`config.mk`:
```
export PLATFORM = sky130hd
export DESIGN_NAME = adxl362_stream
export DESIGN_NICKNAME = d
export VERILOG_FILES = /design/src/rtl/adxl362_stream.sv
export SDC_FILE = /design/constraint.sdc
export NUM_CORES = 1
export LEC_CHECK = 0
export BUFFER_PORTS_ARGS = -buffer_cell sky130_fd_sc_hd__buf_2
export CAP_MARGIN = 20
export CORE_UTILIZATION = 55
export CTS_CLUSTER_DIAMETER = 150
export DETAILED_ROUTE_END_ITERATION = 10
export PLACE_DENSITY = 0.73
export SLEW_MARGIN = 20
export SYNTH_ARGS = -nofsm -noshare
export SYNTH_HDL_FRONTEND = slang
export SYNTH_SLANG_ARGS = --single-unit
export TNS_END_PERCENT = 20
```
`constraint.sdc`:
```
create_clock -name clk_i -period 3.71 [get_ports clk_i]
set_clock_uncertainty 0.1 [all_clocks]
set_input_delay 0 -clock clk_i [delete_from_list [all_inputs] [get_ports clk_i]]
set_output_delay 0 -clock clk_i [all_outputs]
set_load 0.03 [all_outputs]
```
`src/rtl/adxl362_stream.sv`:
```
// ADXL362 controller: checks DEVID, writes FILTER_CTL/POWER_CTL, then burst-reads the axes
// (optionally temperature) on a fixed tick through a built-in SPI mode-0 byte engine.
module adxl362_stream #(
  parameter int P_CLKFREQ  = 100_000_000,
  parameter int P_SCLKFREQ = 1_000_000,
  parameter int P_READFREQ = 1_000,
  parameter int P_NCH      = 3,
  parameter int P_RANGE    = 0,
  parameter int P_ODR      = 3
) (
  input  logic                 clk_i,
  input  logic                 rstn_i,
  input  logic                 enable_i,
  input  logic                 miso_i,
  output logic                 mosi_o,
  output logic                 sclk_o,
  output logic                 cs_o,
  output logic [16*P_NCH-1:0]  data_o,
  output logic                 valid_o,
  output logic [15:0]          sample_cnt_o,
  output logic [7:0]           drop_cnt_o,
  output logic                 cfg_done_o,
  output logic                 id_err_o
);
  localparam int H        = P_CLKFREQ / (2 * P_SCLKFREQ);
  localparam int T        = P_CLKFREQ / P_READFREQ;
  localparam int NB_CFG   = 3;
  localparam int NB_BURST = 2 + 2 * P_NCH;
  localparam int DW       = 16 * P_NCH;
  localparam int CW       = $clog2(2 * H + 1);
  localparam int TW       = $clog2(T + 1);
  localparam int BW       = $clog2(NB_BURST + 1);
  localparam logic [7:0] FILTER_VAL = {P_RANGE[1:0], 3'b000, P_ODR[2:0]};

  typedef enum logic [2:0] {S_ID, S_FILT, S_PWR, S_WAIT, S_BURST, S_ERR} state_e;
  typedef enum logic [2:0] {E_IDLE, E_LEAD, E_SHIFT, E_TRAIL, E_GAP} phase_e;

  state_e          state_q, state_d;
  phase_e          phase_q, phase_d;
  logic [CW-1:0]   cnt_q, cnt_d;
  logic [TW-1:0]   tick_cnt_q, tick_cnt_d;
  logic            cs_q, cs_d, sclk_q, sclk_d;
  logic [7:0]      tx_q, tx_d, rx_q, rx_d;
  logic [2:0]      bit_q, bit_d;
  logic [BW-1:0]   byte_q, byte_d;
  logic [DW-1:0]   shadow_q, shadow_d, data_q, data_d;
  logic            id_ok_q, id_ok_d, valid_q, valid_d;
  logic            cfg_done_q, cfg_done_d, id_err_q, id_err_d;
  logic [15:0]     sample_q, sample_d;
  logic [7:0]      drop_q, drop_d;
  logic            tick;
  logic [BW-1:0]   nb_last;

  // Command byte sent at position idx of the transaction owned by state st.
  function automatic logic [7:0] tx_byte(input state_e st, input logic [BW-1:0] idx);
    logic [7:0] b;
    b = 8'h00;
    unique case (st)
      S_ID:    b = (idx == '0) ? 8'h0B : 8'h00;
      S_FILT:  b = (idx == '0) ? 8'h0A : (idx == BW'(1)) ? 8'h2C : FILTER_VAL;
      S_PWR:   b = (idx == '0) ? 8'h0A : (idx == BW'(1)) ? 8'h2D : 8'h02;
      S_BURST: b = (idx == '0) ? 8'h0B : (idx == BW'(1)) ? 8'h0E : 8'h00;
      default: b = 8'h00;
    endcase
    return b;
  endfunction

  assign tick    = (tick_cnt_q == TW'(T - 1));
  assign nb_last = (state_q == S_BURST) ? BW'(NB_BURST - 1) : BW'(NB_CFG - 1);

  // NOTE: every variable gets its default before any branch, so no path leaves one unassigned
  // and no latch is inferred.
  always_comb begin
    state_d    = state_q;
    phase_d    = phase_q;
    cnt_d      = cnt_q;
    tick_cnt_d = tick ? '0 : tick_cnt_q + 1'b1;
    cs_d       = cs_q;
    sclk_d     = sclk_q;
    tx_d       = tx_q;
    rx_d       = rx_q;
    bit_d      = bit_q;
    byte_d     = byte_q;
    shadow_d   = shadow_q;
    id_ok_d    = id_ok_q;
    data_d     = data_q;
    valid_d    = 1'b0;
    sample_d   = sample_q;
    drop_d     = drop_q;
    cfg_done_d = cfg_done_q;
    id_err_d   = id_err_q;

    if (tick && enable_i && state_q == S_BURST && drop_q != 8'hFF) drop_d = drop_q + 1'b1;
    if (tick && enable_i && state_q == S_WAIT) state_d = S_BURST;

    unique case (phase_q)
      E_IDLE: begin
        if (state_q inside {S_ID, S_FILT, S_PWR, S_BURST}) begin
          cs_d    = 1'b0;
          cnt_d   = '0;
          bit_d   = '0;
          byte_d  = '0;
          tx_d    = tx_byte(state_q, '0);
          phase_d = E_LEAD;
        end
      end
      E_LEAD: begin
        if (cnt_q == CW'(H - 1)) begin
          cnt_d   = '0;
          sclk_d  = 1'b1;
          rx_d    = {rx_q[6:0], miso_i};
          phase_d = E_SHIFT;
        end else cnt_d = cnt_q + 1'b1;
      end
      E_SHIFT: begin
        if (cnt_q == CW'(H - 1)) begin
          cnt_d  = '0;
          sclk_d = ~sclk_q;
          if (!sclk_q) begin
            rx_d = {rx_q[6:0], miso_i};
          end else if (bit_q == 3'd7) begin
            // Falling edge closing a byte: rx_q already holds all eight sampled bits.
            bit_d = '0;
            if (state_q == S_ID && byte_q == BW'(2)) id_ok_d = (rx_q == 8'hAD);
            if (state_q == S_BURST) begin
              for (int k = 0; k < 2 * P_NCH; k++)
                if (byte_q == BW'(k + 2)) shadow_d[8*k +: 8] = rx_q;
            end
            if (byte_q == nb_last) begin
              tx_d    = 8'h00;
              phase_d = E_TRAIL;
            end else begin
              byte_d = byte_q + 1'b1;
              tx_d   = tx_byte(state_q, byte_q + 1'b1);
            end
          end else begin
            bit_d = bit_q + 1'b1;
            tx_d  = {tx_q[6:0], 1'b0};
          end
        end else cnt_d = cnt_q + 1'b1;
      end
      E_TRAIL: begin
        if (cnt_q == CW'(H - 1)) begin
          cnt_d   = '0;
          cs_d    = 1'b1;
          phase_d = E_GAP;
          unique case (state_q)
            S_ID: begin
              if (id_ok_q) state_d = S_FILT;
              else begin
                id_err_d = 1'b1;
                state_d  = S_ERR;
              end
            end
            S_FILT: state_d = S_PWR;
            S_PWR: begin
              cfg_done_d = 1'b1;
              state_d    = S_WAIT;
            end
            S_BURST: begin
              data_d   = shadow_q;
              valid_d  = 1'b1;
              sample_d = sample_q + 1'b1;
              state_d  = S_WAIT;
            end
            default: ;
          endcase
        end else cnt_d = cnt_q + 1'b1;
      end
      E_GAP: begin
        if (cnt_q == CW'(2 * H - 1)) begin
          cnt_d   = '0;
          phase_d = E_IDLE;
        end else cnt_d = cnt_q + 1'b1;
      end
      default: phase_d = E_IDLE;
    endcase
  end

  // NOTE: state flops use non-blocking assignments so every flop samples pre-edge values.
  always_ff @(posedge clk_i or negedge rstn_i) begin
    if (!rstn_i) begin
      state_q    <= S_ID;
      phase_q    <= E_IDLE;
      cnt_q      <= '0;
      tick_cnt_q <= '0;
      cs_q       <= 1'b1;
      sclk_q     <= 1'b0;
      tx_q       <= '0;
      rx_q       <= '0;
      bit_q      <= '0;
      byte_q     <= '0;
      shadow_q   <= '0;
      id_ok_q    <= 1'b0;
      data_q     <= '0;
      valid_q    <= 1'b0;
      sample_q   <= '0;
      drop_q     <= '0;
      cfg_done_q <= 1'b0;
      id_err_q   <= 1'b0;
    end else begin
      state_q    <= state_d;
      phase_q    <= phase_d;
      cnt_q      <= cnt_d;
      tick_cnt_q <= tick_cnt_d;
      cs_q       <= cs_d;
      sclk_q     <= sclk_d;
      tx_q       <= tx_d;
      rx_q       <= rx_d;
      bit_q      <= bit_d;
      byte_q     <= byte_d;
      shadow_q   <= shadow_d;
      id_ok_q    <= id_ok_d;
      data_q     <= data_d;
      valid_q    <= valid_d;
      sample_q   <= sample_d;
      drop_q     <= drop_d;
      cfg_done_q <= cfg_done_d;
      id_err_q   <= id_err_d;
    end
  end

  assign mosi_o       = tx_q[7];
  assign sclk_o       = sclk_q;
  assign cs_o         = cs_q;
  assign data_o       = data_q;
  assign valid_o      = valid_q;
  assign sample_cnt_o = sample_q;
  assign drop_cnt_o   = drop_q;
  assign cfg_done_o   = cfg_done_q;
  assign id_err_o     = id_err_q;
endmodule
```
# Yosys cells after proc, flatten, opt, wreduce, memory -nomap -nowiden
# Cells that the tools add are included.
[word_totals] ff_bits=179 input_bits=4 out_inout_bits=78 elab_cells=155
[op_classes] n_addsub=6 eq_ne=32 muxes=58 bitwise_logic=2 n_reduce_logical=34
[ops] cell="$mux W8" count=7
[ops] cell="$mux W3" count=17
[ops] cell="$reduce_and A6 Y1" count=7
[ops] cell="$mux W4" count=8
[ops] cell="$pmux W8 S2" count=2
[ops] cell="$mux W6" count=5
[ops] cell="$pmux W6 S4" count=1
[ops] cell="$mux W7" count=3
[ops] cell="$pmux W7 S3" count=1
[ops] cell="$ne A2 B2 Y1 const B" count=10
[ops] cell="$add A17 B1 Y17 const B" count=1
[ops] cell="$eq A17 B17 Y1 const B" count=1
[ops] cell="$mux W17" count=1
[ops] cell="$add A16 B1 Y16 const B" count=1
[ops] cell="$eq A4 B3 Y1 const B" count=4
[ops] cell="$pmux W4 S2" count=2
[ops] cell="$pmux W3 S5" count=1
[ops] cell="$eq A3 B2 Y1 const B" count=4
[ops] cell="$reduce_and A3 Y1" count=4
[ops] cell="$reduce_and A4 Y1" count=3
[ops] cell="$eq A3 B3 Y1 const B" count=3
[ops] cell="$pmux W3 S3" count=1
[ops] cell="$add A8 B1 Y8 const B" count=1
[ops] cell="$eq A4 B2 Y1 const B" count=2
[ops] cell="other kinds (25)" count=42

# Depth between registers and ports, before layout
[logic_depth] depth_word=10 ltp_mapped=8 mapped_depth_nobuf=7

# Least setup slack after synthesis
# No wires, ideal clock.
[synth_timing] path_kind="register -> register" from="register state_q[0]" to="register tx_q[3]" setup_ns=0.065 arrival_ns=2.051 t_required_ns=3.545 path_slack_ns=1.495 path_stages_with_launch=7 n_path_buf=1 synth_period_minus_slack_ns=2.215 cell_sequence="dfrtp_1 buf_2 nor3b_2 mux2i_1 or4b_4 o311ai_1 o21a_1"
[synth_between] elab_chain_cells=8 elab_cells_between_ends=19 cone_classes="5 x eq/ne; 9 x mux; 5 x reduce/logical"
[synth_rtl] item="from (decl)" line_no="38" text="state_e state_q, state_d;"
[synth_rtl] item="from (signal assigned)" line_no="202" text="state_q <= state_d;"
[synth_rtl] item="$eq A3 B3 Y1" line_no="58, 69, 98"
[synth_rtl] item="$mux W3" line_no="69" text="assign nb_last = (state_q == S_BURST) ? BW'(NB_BURST - 1) : BW'(NB_CFG - 1);"
[synth_rtl] item="$eq A4 B3 Y1" line_no="129" text="if (byte_q == nb_last) begin"
[synth_rtl] item="$mux W6" line_no="129"
[synth_rtl] item="$mux W8" line_no="121" text="end else if (bit_q == 3'd7) begin"
[synth_rtl] item="$mux W8" line_no="119" text="if (!sclk_q) begin"
[synth_rtl] item="$mux W8" line_no="116" text="if (cnt_q == CW'(H - 1)) begin"
[synth_rtl] item="$pmux W8 S2" line_no="96" text="unique case (phase_q)"
[synth_rtl] item="to (signal assigned)" line_no="208" text="tx_q <= tx_d;"
[synth_rtl] item="to (decl)" line_no="43" text="logic [7:0] tx_q, tx_d, rx_q, rx_d;"
# Several ways; a longest one is shown, not always the timed one. The select of a mux whose other input is x is not followed.
# A chain may end at the register's enable or synchronous reset.

# Worst setup path in the final report
[layout_timing] from="register state_q[2]" to="register tx_q[3]"
# Same word-level chain as after synthesis.

==> flow_summary.ini <==
[outcome]
outcome = complete, no violations

[timing]
final.setup.tns_ns = 0
hold_viol = 0
tightestPinTransition_ns = 0.9693
rsz0062_at_grt = no
fmax_ghz = 0.3844
maxSlewViolCount = 0
setup_violations = 0
period_share_pct = 70.13
timing.final.ws_setup_ns = 1.108
relSlewSlack_pct = 35.38
fin_crit_ns = 2.602
hold_ws_ns = 0.1788

[power_and_ir_drop]
power_leakage_nw = 4.807
p_per_area_nw_per_um2 = 415.7
ir_drop_v = 0.0003181
power_mw = 3.807

[worst_setup_path]
cp.arrival_ns = 2.87
crit_fanout = 11
crit_type = flip-flop to flip-flop
cp_data_required_time_ns = 3.98
worstSetupStartpointType = flip-flop
end_kind = flip-flop

[placed_design]
dp.cells = 978
place_ws_ns = 1.144
gp_congestion = 0.8954
numPortBuffers = 81
dp_hpwl_um = 11310
post_dp_cell_area_sq_um = 8536

[clocking]
cts_buffers = 17
clock_sinks = 179
cts.repair.resized = 0
ctsHtreeMaxLevel = 4
cts_tree = done
clock_path_buffers = 2
cts.clk_slew.worst_paths_ns = 0.06
clock_latency_ns = 0.43
root_buffer = clkbuf_16

[finish]
drive_gt1_share_pct = 24.31
post-route-util_pct = 65.47
area_growth_pct = 14.81
fin_area_sq_um = 9158
diodes = 0
fin_nets = 836
layoutNonFillerInstCount = 1011

[die]
design.core.area_sq_um = 13990
die_x_um = 122.4
io_pins = 82
num_rows = 43
dieArea_sq_um = 14990
start_util_pct = 57.02
die_h_um = 122.4

[detailed_routing]
wl_per_cell_um = 16.57
drt-initial-drc-count = 427
vias = 5709
drc_errors = 0
ant_nets = 0
firstDrtPassIters = 5
vias_per_cell = 5.647
routed_wl_um = 16750

[synth]
yosysWarnings = 0
synth_fp_nets = 753
ys_seq_area_share_pct = 56.17
syn-cell-area_sq_um = 7976
synth_ff_type = dfrtp_1
yosys_register_bits = 179
synthArstFlopShare_pct = 100.0
synth_edf_count = 0
syn_area_per_cell_sq_um = 10.82
post_synth_inst_count = 737
synth_cell_types = 71

[hold_path]
hp-class = input port to async pin

[grt]
grt_pass1_vias = 5647
grt_first_pass_wirelength_um = 28150
grt_use_total_pct = 24.26
antenna_found_initial = 0
overflow = 0
grt_max_degree = 111

[run]
drv_cap = 0
cell type report:
| cell class | instances | area, sq um |
|---|---|---|
| fill | 1071 | 4831 |
| sequential | 179 | 4481 |
| multi-input combinational | 518 | 3324 |
| timing repair buffer | 89 | 479.2 |
| clock buffer | 22 | 464.2 |
| tap | 180 | 225.2 |
| clock inverter | 8 | 127.6 |
| inverter | 15 | 56.30 |
cell families (layout without fill, tap and decap cells):
family	Yosys count	after routing	synth area share [%]
adder cells (fa/ha/maj)	13	13	2.008
AO/OA/AOI/OAI	69	69	5.898
AND/OR/NAND/NOR	336	336	20.86
multiplexers	61	61	8.627
XOR/XNOR	39	39	4.282
flip-flops	179	179	56.17
buffers and inverters	40	134	2.149
synth_stat cells, types with 10 or more instances:
master	number	area (sq um)
inv_1	15	56.30
nand3_1	19	95.09
nor2_1	31	116.4
buf_2	10	50.05
a21oi_1	16	80.08
xor2_1	14	122.6
dfrtp_1	178	4454
clkbuf_1	13	48.80
nor3_1	15	75.07
nand4_1	18	112.6
nand2_1	185	694.4
o21ai_0	15	75.07
ha_1	12	150.1
xnor2_1	25	219.0
mux2_2	58	653.1
final timing paths:
| check | cells past startpoint | endpoint | from | slack [ns] |
|---|---|---|---|---|
| setup reg to reg | 5 | tx_q[3] | state_q[2] | 1.11 |
| min in group clk_i | 3 | rx_q[0] | miso_i | 0.30 |
| hold reg to reg | 2 | data_o[2] | data_o[2] | 0.36 |
| hold / removal | 2 | data_o[26] | rstn_i | 0.18 |
| max in group asynchronous | 3 | data_o[4] | rstn_i | 2.39 |
| setup / recovery | 5 | tx_q[3] | state_q[2] | 1.11 |
power breakdown:
part           switching (mW)  internal, mW
sequential                  0          1.95
clock                   0.720          1.09
combinational          0.0394       0.00595
timing repair:
item	in CTS	in global routing
setup buffers	0	0
endpoints found under the hold margin	117	0
hold buffers	3	0
metal layers:
metal | GRT usage [%] | vias up | share of wire, %
li1 | - | 2706 | -
met1 | 31.99 | 2830 | 45
met2 | 40.10 | 147 | 49
met3 | 4.275 | 26 | 4.1
met4 | 9.146 | 0 | 1.9
met5 | 0 | - | 0
placed cells by master (no fill, tap or decap), drive strengths merged, types with 5 or more instances in the layout:
cell,instances
or2,5
nand2,186
mux2,59
xor2,14
a31oi,5
a21oi,16
inv,16
and3,9
nand3,19
nor3,18
nor4,6
ha,12
o21ai,16
nor2b,5
clkbuf,22
buf,86
nor2,32
xnor2,25
nand4,18
dfrtp,178
worst max-delay path, cell delays in order (launching register included):
cell	delay (ns)
dfrtp_1	0.51
nor3b_2	0.56
mux2i_1	0.37
or4b_4	0.54
o311ai_1	0.29
o21a_1	0.16
state kept, by name (all words and copies together) (netlist names):
register,flops
data_o,48
sclk_o,1
rx_q,8
cfg_done_o,1
phase_q,3
sample_cnt_o,16
state_q,3
cnt_q,7
byte_q,4
shadow_q,48
bit_q,3
id_err_o,1
tx_q,8
tick_cnt_q,17
valid_o,1
cs_o,1
drop_cnt_o,8
id_ok_q,1
(Power assumes the default switching activity.)
